**src/rtl/alu_regfile_32_if.sv**
```systemverilog
// Port bundle for the execute datapath: register-file read/write ports plus ALU operands/results.
// The core (master) drives indices, write data and ALU operands; the datapath (slave) returns data.
interface alu_regfile_32_if;
    logic [3:0]  addr_a;
    logic [31:0] data_a;
    logic [3:0]  addr_b;
    logic [31:0] data_b;
    logic [3:0]  addr_w;
    logic [31:0] data_w;
    logic        write_en;
    logic [31:0] alu_a;
    logic [31:0] alu_b;
    logic [3:0]  alu_op;
    logic [7:0]  flags_in;
    logic [31:0] alu_result;
    logic [7:0]  flags_out;

    modport master (
        output addr_a, addr_b, addr_w, data_w, write_en,
        output alu_a, alu_b, alu_op, flags_in,
        input  data_a, data_b, alu_result, flags_out
    );

    modport slave (
        input  addr_a, addr_b, addr_w, data_w, write_en,
        input  alu_a, alu_b, alu_op, flags_in,
        output data_a, data_b, alu_result, flags_out
    );
endinterface

```
**src/rtl/alu_regfile_32.sv**
```systemverilog
// 32-bit execute datapath: 16 x 32 register file (two combinational read ports, one clocked
// write port) and an independent combinational ALU producing {flags_in[7:4], V, N, Z, C}.
module alu_regfile_32 (
    input  logic             clk,
    input  logic             rst_n,
    alu_regfile_32_if.slave  bus
);

    localparam logic [3:0] OP_ADD = 4'h0;
    localparam logic [3:0] OP_SUB = 4'h1;
    localparam logic [3:0] OP_ADC = 4'h2;
    localparam logic [3:0] OP_SBB = 4'h3;
    localparam logic [3:0] OP_AND = 4'h4;
    localparam logic [3:0] OP_OR  = 4'h5;
    localparam logic [3:0] OP_XOR = 4'h6;
    localparam logic [3:0] OP_NOT = 4'h7;
    localparam logic [3:0] OP_SHL = 4'h8;
    localparam logic [3:0] OP_SHR = 4'h9;
    localparam logic [3:0] OP_SAR = 4'hA;
    localparam logic [3:0] OP_MUL = 4'hB;
    localparam logic [3:0] OP_CMP = 4'hC;
    localparam logic [3:0] OP_MOV = 4'hD;
    localparam logic [3:0] OP_INC = 4'hE;
    localparam logic [3:0] OP_DEC = 4'hF;

    // ------------------------------------------------------------------
    // Register file
    // ------------------------------------------------------------------
    logic [31:0] regs_q [16];

    // Register storage: async clear, then write on the rising edge when strobed.
    always_ff @(posedge clk or negedge rst_n) begin
        if (!rst_n) begin
            for (int i = 0; i < 16; i++) begin
                regs_q[i] <= 32'd0;
            end
        end else if (bus.write_en) begin
            regs_q[bus.addr_w] <= bus.data_w;
        end
    end

    // Reads see the stored value only; a same-cycle write shows up after the edge.
    assign bus.data_a = regs_q[bus.addr_a];
    assign bus.data_b = regs_q[bus.addr_b];

    // ------------------------------------------------------------------
    // ALU
    // ------------------------------------------------------------------
    logic [31:0]        a_s;
    logic [31:0]        b_s;
    logic               cin_s;
    logic [4:0]         amt_s;
    logic [32:0]        sum33_s;
    logic [32:0]        diff33_s;
    logic [32:0]        shl33_s;
    logic [32:0]        shr33_s;
    logic signed [32:0] sar33_s;
    logic [31:0]        result_s;
    logic [31:0]        fsrc_s;
    logic               c_s;
    logic               v_s;
    logic               z_s;
    logic               n_s;
    logic               unused_flags_s;

    assign a_s            = bus.alu_a;
    assign b_s            = bus.alu_b;
    assign cin_s          = bus.flags_in[0];
    assign amt_s          = bus.alu_b[4:0];
    assign unused_flags_s = ^bus.flags_in[3:1];

    // Operation decode: result, carry/borrow and overflow per op; 33-bit sums expose carry/borrow.
    always_comb begin
        sum33_s  = 33'd0;
        diff33_s = 33'd0;
        shl33_s  = 33'd0;
        shr33_s  = 33'd0;
        sar33_s  = 33'sd0;
        result_s = 32'd0;
        c_s      = 1'b0;
        v_s      = 1'b0;
        case (bus.alu_op)
            OP_ADD: begin
                sum33_s  = {1'b0, a_s} + {1'b0, b_s};
                result_s = sum33_s[31:0];
                c_s      = sum33_s[32];
                v_s      = (a_s[31] == b_s[31]) && (result_s[31] != a_s[31]);
            end
            OP_ADC: begin
                sum33_s  = {1'b0, a_s} + {1'b0, b_s} + {32'd0, cin_s};
                result_s = sum33_s[31:0];
                c_s      = sum33_s[32];
                v_s      = (a_s[31] == b_s[31]) && (result_s[31] != a_s[31]);
            end
            OP_SUB, OP_CMP: begin
                diff33_s = {1'b0, a_s} - {1'b0, b_s};
                result_s = (bus.alu_op == OP_CMP) ? a_s : diff33_s[31:0];
                c_s      = diff33_s[32];
                v_s      = (a_s[31] != b_s[31]) && (diff33_s[31] != a_s[31]);
            end
            OP_SBB: begin
                // Bit 32 of the wrapped 33-bit difference is the borrow even when b + cin = 2^32.
                diff33_s = {1'b0, a_s} - {1'b0, b_s} - {32'd0, cin_s};
                result_s = diff33_s[31:0];
                c_s      = diff33_s[32];
                v_s      = (a_s[31] != b_s[31]) && (result_s[31] != a_s[31]);
            end
            OP_AND: begin
                result_s = a_s & b_s;
            end
            OP_OR: begin
                result_s = a_s | b_s;
            end
            OP_XOR: begin
                result_s = a_s ^ b_s;
            end
            OP_NOT: begin
                result_s = ~a_s;
            end
            OP_SHL: begin
                // Extra top bit catches the last bit shifted out; it stays 0 for a zero shift.
                shl33_s  = {1'b0, a_s} << amt_s;
                result_s = shl33_s[31:0];
                c_s      = shl33_s[32];
            end
            OP_SHR: begin
                // Extra bottom bit catches the last bit shifted out; it stays 0 for a zero shift.
                shr33_s  = {a_s, 1'b0} >> amt_s;
                result_s = shr33_s[32:1];
                c_s      = shr33_s[0];
            end
            OP_SAR: begin
                sar33_s  = $signed({a_s, 1'b0}) >>> amt_s;
                result_s = sar33_s[32:1];
                c_s      = sar33_s[0];
            end
            OP_MUL: begin
                result_s = a_s * b_s;
            end
            OP_MOV: begin
                result_s = b_s;
            end
            OP_INC: begin
                sum33_s  = {1'b0, a_s} + 33'd1;
                result_s = sum33_s[31:0];
                c_s      = sum33_s[32];
                v_s      = (a_s == 32'h7FFF_FFFF);
            end
            OP_DEC: begin
                diff33_s = {1'b0, a_s} - 33'd1;
                result_s = diff33_s[31:0];
                c_s      = diff33_s[32];
                v_s      = (a_s == 32'h8000_0000);
            end
            default: begin
                result_s = 32'd0;
                c_s      = 1'b0;
                v_s      = 1'b0;
            end
        endcase
    end

    // Z/N source: CMP reports on the difference it discarded, every other op on its result.
    always_comb begin
        fsrc_s = result_s;
        if (bus.alu_op == OP_CMP) begin
            fsrc_s = diff33_s[31:0];
        end else begin
            fsrc_s = result_s;
        end
        z_s = (fsrc_s == 32'd0);
        n_s = fsrc_s[31];
    end

    assign bus.alu_result = result_s;
    assign bus.flags_out  = {bus.flags_in[7:4], v_s, n_s, z_s, c_s};

endmodule

```
**src/flat_wrapper.sv**
```systemverilog
// flat-port wrapper written by rule: the top's interface ports become plain ports
module alu_regfile_32_flat 
  (clk, rst_n, bus_addr_a, bus_addr_b, bus_addr_w, bus_data_w, bus_write_en, bus_alu_a, bus_alu_b, bus_alu_op, bus_flags_in, bus_data_a, bus_data_b, bus_alu_result, bus_flags_out);
  alu_regfile_32_if bus_i ();
  input  logic clk;
  input  logic rst_n;
  input wire logic [$bits(bus_i.addr_a)-1:0] bus_addr_a;
  input wire logic [$bits(bus_i.addr_b)-1:0] bus_addr_b;
  input wire logic [$bits(bus_i.addr_w)-1:0] bus_addr_w;
  input wire logic [$bits(bus_i.data_w)-1:0] bus_data_w;
  input wire logic [$bits(bus_i.write_en)-1:0] bus_write_en;
  input wire logic [$bits(bus_i.alu_a)-1:0] bus_alu_a;
  input wire logic [$bits(bus_i.alu_b)-1:0] bus_alu_b;
  input wire logic [$bits(bus_i.alu_op)-1:0] bus_alu_op;
  input wire logic [$bits(bus_i.flags_in)-1:0] bus_flags_in;
  output wire logic [$bits(bus_i.data_a)-1:0] bus_data_a;
  output wire logic [$bits(bus_i.data_b)-1:0] bus_data_b;
  output wire logic [$bits(bus_i.alu_result)-1:0] bus_alu_result;
  output wire logic [$bits(bus_i.flags_out)-1:0] bus_flags_out;
  assign bus_i.addr_a = bus_addr_a;
  assign bus_i.addr_b = bus_addr_b;
  assign bus_i.addr_w = bus_addr_w;
  assign bus_i.data_w = bus_data_w;
  assign bus_i.write_en = bus_write_en;
  assign bus_i.alu_a = bus_alu_a;
  assign bus_i.alu_b = bus_alu_b;
  assign bus_i.alu_op = bus_alu_op;
  assign bus_i.flags_in = bus_flags_in;
  assign bus_data_a = bus_i.data_a;
  assign bus_data_b = bus_i.data_b;
  assign bus_alu_result = bus_i.alu_result;
  assign bus_flags_out = bus_i.flags_out;
  alu_regfile_32 u_core (.clk(clk), .rst_n(rst_n), .bus(bus_i));
endmodule
```
**config.mk**
```make
export PLATFORM = sky130hd
export DESIGN_NAME = alu_regfile_32_flat
export DESIGN_NICKNAME = d
export VERILOG_FILES = /design/src/rtl/alu_regfile_32_if.sv /design/src/rtl/alu_regfile_32.sv /design/src/flat_wrapper.sv
export SDC_FILE = /design/constraint.sdc
export NUM_CORES = 2
export LEC_CHECK = 0
export BUFFER_PORTS_ARGS = -buffer_cell sky130_fd_sc_hd__buf_2
export CORE_UTILIZATION = 45
export CTS_BUF_LIST = sky130_fd_sc_hd__clkbuf_2 sky130_fd_sc_hd__clkbuf_4 sky130_fd_sc_hd__clkbuf_8
export DETAILED_ROUTE_END_ITERATION = 8
export PLACE_DENSITY_LB_ADDON = 0.12
export SLEW_MARGIN = 20
export SYNTH_ARGS = -nofsm -noshare
export SYNTH_HDL_FRONTEND = slang
export SYNTH_SLANG_ARGS = --single-unit
```
**constraint.sdc**
```tcl
create_clock -name clk -period 16.4 [get_ports clk]
set_input_delay 0.82 -clock clk [delete_from_list [all_inputs] [get_ports clk]]
set_output_delay 0.82 -clock clk [all_outputs]
set_load 0.05 [all_outputs]
```
Word level (Yosys, flattened, before mapping)
Index checks and enable logic that the tools add are counted.
{ "op_classes": {"addsub": 6, "mul": 1, "order_cmp": 4, "eq_ne": 23, "shift": 3, "muxes": 15, "bitwise_logic": 7, "reduce_logical": 8} }
{ "op_table": {"columns": ["operator", "count"], "rows": [
  ["bitwise mux 512 bit", 1],
  ["one-hot mux 32 bit (15 select lines)", 1],
  ["binary-select mux 32 bit (select 4 bit)", 2],
  ["2-to-1 mux 32 bit", 7],
  ["demux 32 bit (select 4 bit)", 1],
  ["one-hot mux 32 bit (3 select lines)", 1],
  ["adder 32 x 1 -> 33 bit, second input constant", 1],
  ["adder 32 x 32 -> 33 bit", 1],
  ["adder 33 x 1 -> 33 bit", 1],
  ["<< shifter 32 x 5 -> 33 bit", 1],
  [">> shifter 33 x 5 -> 33 bit", 1],
  [">>> shifter 33 x 5 -> 33 bit", 1],
  ["subtractor 32 x 1 -> 33 bit, second input constant", 1],
  ["subtractor 32 x 32 -> 33 bit", 1],
  ["subtractor 33 x 1 -> 33 bit", 1],
  ["bitwise AND 32 bit", 1],
  ["== test 32 x 31 -> 1 bit, second input constant", 1],
  ["== test 32 bit, second input constant", 1],
  ["== test 4 bit, second input constant", 8],
  ["zero test 32 bit", 1],
  ["multiplier 32 x 32 -> 32 bit", 1],
  ["NOT 32 bit", 1],
  ["OR 32 bit", 1],
  ["XOR 32 bit", 1],
  ["13 further kinds", 29]
]} }
{ "totals": {"ff_bits": 512, "in_bits": 123, "out_inout_bits": 104, "elab_cells": 83} }

Depth between registers and ports, before layout
{ "depth": {"depth_word": 6, "ltp_mapped": 38, "ltp_nobuf": 31} }

Worst setup path before layout
No wires, ideal clock.
{ "synth_path": {"path_kind": "input to output", "startpoint": "in bus_alu_b[1]", "endpoint": "out bus_flags_out[1]", "t_arrival_ns": 10.468, "required_time_ns": 15.580, "setup_slack_ns": 5.112, "path_stages": 33, "n_path_buf": 9, "path_cell_list": "clkbuf_1 clkbuf_1 buf_1 clkbuf_1 buf_1 clkbuf_1 clkbuf_1 buf_1 nand2_1 fa_1 fa_1 fa_1 inv_1 fa_1 ha_1 fa_1 fa_1 ha_1 and3_1 a221oi_1 o31ai_1 or3_1 and3_1 a41oi_1 o31a_1 xnor2_1 nand2_1 and4_1 a21oi_1 a2bb2oi_1 nor4_2 o22a_1 buf_4"} }
{ "synth_between": {"elab_chain_len": 5, "word_cells_on_any_way": 16, "classes_between": "add/sub (4); mul (1); shift (3); mux (4); bitwise (3); reduce/logical (1)"} }
{ "synth_rtl": {"columns": ["item", "line_no", "source"], "rows": [
  ["start: declaration", "flat_wrapper.sv:13", "input wire logic [$bits(bus_i.alu_b)-1:0] bus_alu_b;"],
  ["branches (longest 2 deep; another with multiplier 32 x 32 -> 32 bit)", null, null],
  ["one-hot mux 32 bit (15 select lines) *", "alu_regfile_32.sv:82", "case (bus.alu_op)"],
  ["named net bus_alu_result[29]", "flat_wrapper.sv:18", "output wire logic [$bits(bus_i.alu_result)-1:0] bus_alu_result;"],
  ["2-to-1 mux 32 bit *", "alu_regfile_32.sv:166", "if (bus.alu_op == OP_CMP) begin"],
  ["zero test 32 bit *", "alu_regfile_32.sv:171", "z_s = (fsrc_s == 32'd0);"],
  ["end: declaration", "flat_wrapper.sv:19", "output wire logic [$bits(bus_i.flags_out)-1:0] bus_flags_out;"]
]} }
Mark *: on every way through the listed nets, which the timed path passes.

Worst setup path in the final report
{ "layout_path": {"startpoint": "in bus_alu_b[6]", "endpoint": "out bus_flags_out[1]"} }
{ "layout_between": {"elab_chain_len": 5, "word_cells_on_any_way": 13, "classes_between": "add/sub (4); mul (1); mux (4); bitwise (3); reduce/logical (1)"} }
{ "layout_rtl": {"columns": ["item", "line_no"], "rows": [
  ["branches (longest 3 deep; another with multiplier 32 x 32 -> 32 bit)", null],
  ["2-to-1 mux 32 bit *", "alu_regfile_32.sv:166"],
  ["zero test 32 bit *", "alu_regfile_32.sv:171"]
]} }
Every way passes the cells marked *.

==> summary.md <==
| Metric | Value |
|---|---|
| Register clock-pin slew on the reported worst setup and hold paths | 0.06 ns |
| Mux cell area share after synthesis | 0.263 |
| Leak pwr | 0.0259 uW |
| Cell occurring most often along the worst timing path | sky130_fd_sc_hd__fa_1 |
| Floorplan row count | 129 |
| HPWL reported at the end of detailed placement | 162000 um |
| Latest clock arrival within the worst-skew pair | 0.64 ns |
| Kind of start point of the critical path | input port |
| Number of vias after detailed routing | 47400 |
| Number of max-cap violations | 0 |
| Routability cong. | 1.06 |
| Violated checks | DRC |
| Final-report setup violation count | 0 |
| Ys async rst share | 1.00 |
| Overall overflow remaining after global route | 0 |
| Synth Area in Compound Gates | 0.102 |
| Maximum root-to-sink buffer count | 3 |
| Commonest cells after routing, fill and taps aside | 529 x sky130_fd_sc_hd__mux2_2, 518 x sky130_fd_sc_hd__nor2_1, 512 x sky130_fd_sc_hd__dfrtp_1 |
| Synth unique cells | 90 |
| Routed length per instance | 32.0 um |
| DR DRC count | 10 |
| Smallest hold slack | 0.185 ns |
| Initial Util | 0.455 |
| Resized Gates After CTS | 0 |
| Post-synthesis average cell area | 10.2 um2 |
| Number of input and output port buffers inserted | 215 |
| Number of H-tree levels | 3 |
| Worst setup EP type | output pin |
| DRT Pass-1 Iters | 8 |
| Hold violation total from the final report | 0 |
| Max Fanout on Critical Path | 22 |
| Final number of max-transition violations | 0 |
| Pin count of the biggest net entering global routing | 168 |
| Critical path start-end classification | input port to output pin |
| Synthesized-area fraction occupied by adder cells | 0.196 |
| Clock tree from TritonCTS | done |
| Final Skew | 0 ns |
| Dominant combinational cell family by area after synthesis | multiplexers |
| Number of global-route vias before repair | 48100 |
| Die Footprint | 0.127 mm2 |
| Global-route wire length before repair | 335000 um |
| Standard cell core area | 0.124 mm2 |
| Routed WL | 230000 um |
| Sum of negative setup slack | 0 ns |
| Post-synthesis share of cell area spent on and, or, nand and nor gates | 0.119 |
| Peak ir drop on the vdd network | 0.658 mV |
| Max-Slew Margin vs Limit | 0.125 |
| Share of final-layout standard cells stronger than drive strength 1 | 0.256 |
| Post-CTS setup buffers | 0 |
| Number of warnings reported in the yosys synthesis log | 0 |
| Area of the multi-input gates | 0.0401 mm2 |
| Sequential cell area | 0.0128 mm2 |
| Post-CTS Hold Fix Bufs | 0 |
| Antenna violations before repair | 14 |
| Post-synth net total | 6290 |
| Syn-to-layout area delta | 7.63% |
| Critical path arrival | 11.44 ns |
| Width of the die | 356 um |
| Post-synthesis instance area | 0.0564 mm2 |
| Most used DFF post-synth | sky130_fd_sc_hd__dfrtp_1 |
| Path class of the lowest-slack min-delay path | input port to asynchronous set/reset pin |
| Number of buffers inserted during clock tree synthesis | 75 |
| Leading cell type in the layout, fill and taps excluded | sky130_fd_sc_hd__mux2_2 |
| Number of top-level pins | 227 |
| Share of synthesized area occupied by flip-flops and latches | 0.227 |
| Top reg by flops | u_core.regs_q |
| Critical Path Max Stage Delay | 1.02 ns |
| Shortest period the worst path allows | 12.26 ns |
| Pwr per Cell Area | 224 mW/mm2 |
| Share of the clock period used by the worst path after layout | 0.747 |
| Status | finished with violations |
| Largest register FFs | 512 |
| Routed via count divided by cell count | 6.58 |
| Net count, final | 6261 |
| Y dimension of the die | 356 um |
| Data required time at the worst endpoint | 15.58 ns |
| Number of register bits inferred by synthesis | 512 |
| EDFF count, synth | 0 |
| Slowest cell on crit path | sky130_fd_sc_hd__clkinv_1 |
| Clock sink count | 512 |
| Worst slew pin tran | 1.31 ns |
| Fill cells | 11600 |
| Remaining antenna violation count | 0 |
| Xor and xnor fraction of the mapped netlist area | 0.0281 |
| Highest attainable clock frequency | 81.6 MHz |
| Global Route Usage Sum | 0.364 |
| Largest registers in the final layout | u_core.regs_q (512) |
| Setup repair after global routing missed its margin | false |
| DRC marker count from the first detailed-route iteration | 5376 |
| Synthesized instance count | 5530 |
| Clk root buf | sky130_fd_sc_hd__clkbuf_8 |
## critical path, delay by kind of cell
family | cells | cell delay (ns)
AOI/OAI and AO/OA | 9 | 2.91
buffers and inverters | 5 | 1.84
and+or+nand+nor | 5 | 1.57
xor gates and xnor gates | 1 | 0.15
adders and majority gates | 9 | 4.12
## path summary, 6_finish.rpt
path | end | depth (start not counted) | slack [ns] | startpoint
worst min register to register | u_core.regs_q[35]$_DFFE_PN0P_ | 1 | 0.52 | u_core.regs_q[35]$_DFFE_PN0P_
max in group asynchronous | u_core.regs_q[122]$_DFFE_PN0P_ | 3 | 14.14 | rst_n
worst max register to register | u_core.regs_q[115]$_DFFE_PN0P_ | 1 | 15.60 | u_core.regs_q[115]$_DFFE_PN0P_
worst max-delay path | bus_flags_out[1] | 29 | 4.14 | bus_alu_b[6]
min in group clk | u_core.regs_q[35]$_DFFE_PN0P_ | 1 | 0.52 | u_core.regs_q[35]$_DFFE_PN0P_
worst min-delay path | u_core.regs_q[365]$_DFFE_PN0P_ | 1 | 0.19 | rst_n
## cells in the mapped netlist, drive strengths merged, types with 38 or more instances
cell,instances,area share
mux2,529,0.11
xnor2,143,0.022
o21ai,144,0.013
nand2,418,0.028
buf,122,0.0092
ha,227,0.050
o211ai,44,0.0059
o22ai,38,0.0042
nor2,528,0.035
mux4,356,0.14
clkbuf,322,0.021
inv,479,0.032
a21oi,178,0.016
nor3,111,0.0099
mux2i,86,0.015
nand3,78,0.0069
nand4,41,0.0046
fa,410,0.15
dfrtp,512,0.23
nor4,42,0.0050
a211oi,67,0.0089
## power by group
group	switching (uW)	internal (uW)	total, uW
logic	6510	4150	10700
registers	203	1560	1760
clock network	519	666	1180
## per-layer routing
layer / vias up / wire [um] / global-route usage
met5: - / 85 / 0
met3: 664 / 22400 / 0.0884
met1: 24500 / 87900 / 0.459
met4: 12 / 15200 / 0.199
met2: 2497 / 105000 / 0.575
li1: 19700 / - / -
## cells by family after synthesis
group | after synthesis
fa+ha+maj | 637
simple gates | 1454
buf+inv | 941
xor+xnor | 179
flops | 512
compound gates | 836
mux | 971
## through the flow
| step | power [uW] | setup slack [ns] | cells | utilization | area, um2 |
|---|---|---|---|---|---|
| floorplan | 8900 | 5.11 | 5530 | - | 56400 |
| global placement | 12100 | 4.65 | 7061 | 0.475 | 58900 |
| detailed placement | 12100 | 4.72 | 7061 | 0.475 | 58900 |
| CTS | 13400 | 4.64 | 7194 | 0.489 | 60600 |
| global route | 14600 | 3.82 | 7197 | 0.489 | 60600 |
| finish | 13600 | 4.14 | 7203 | 0.489 | 60700 |
## cell type report
class	instances	share of cell area
multi-input cells	4077	0.661
flip-flops and latches	512	0.211
repair buffers	338	0.0341
well taps	1637	0.0338
inverters	497	0.0308
clock buffers	110	0.0239
clock inverters	23	0.00470
diodes	9	0.000371
Power figures use the tool's default switching activity.
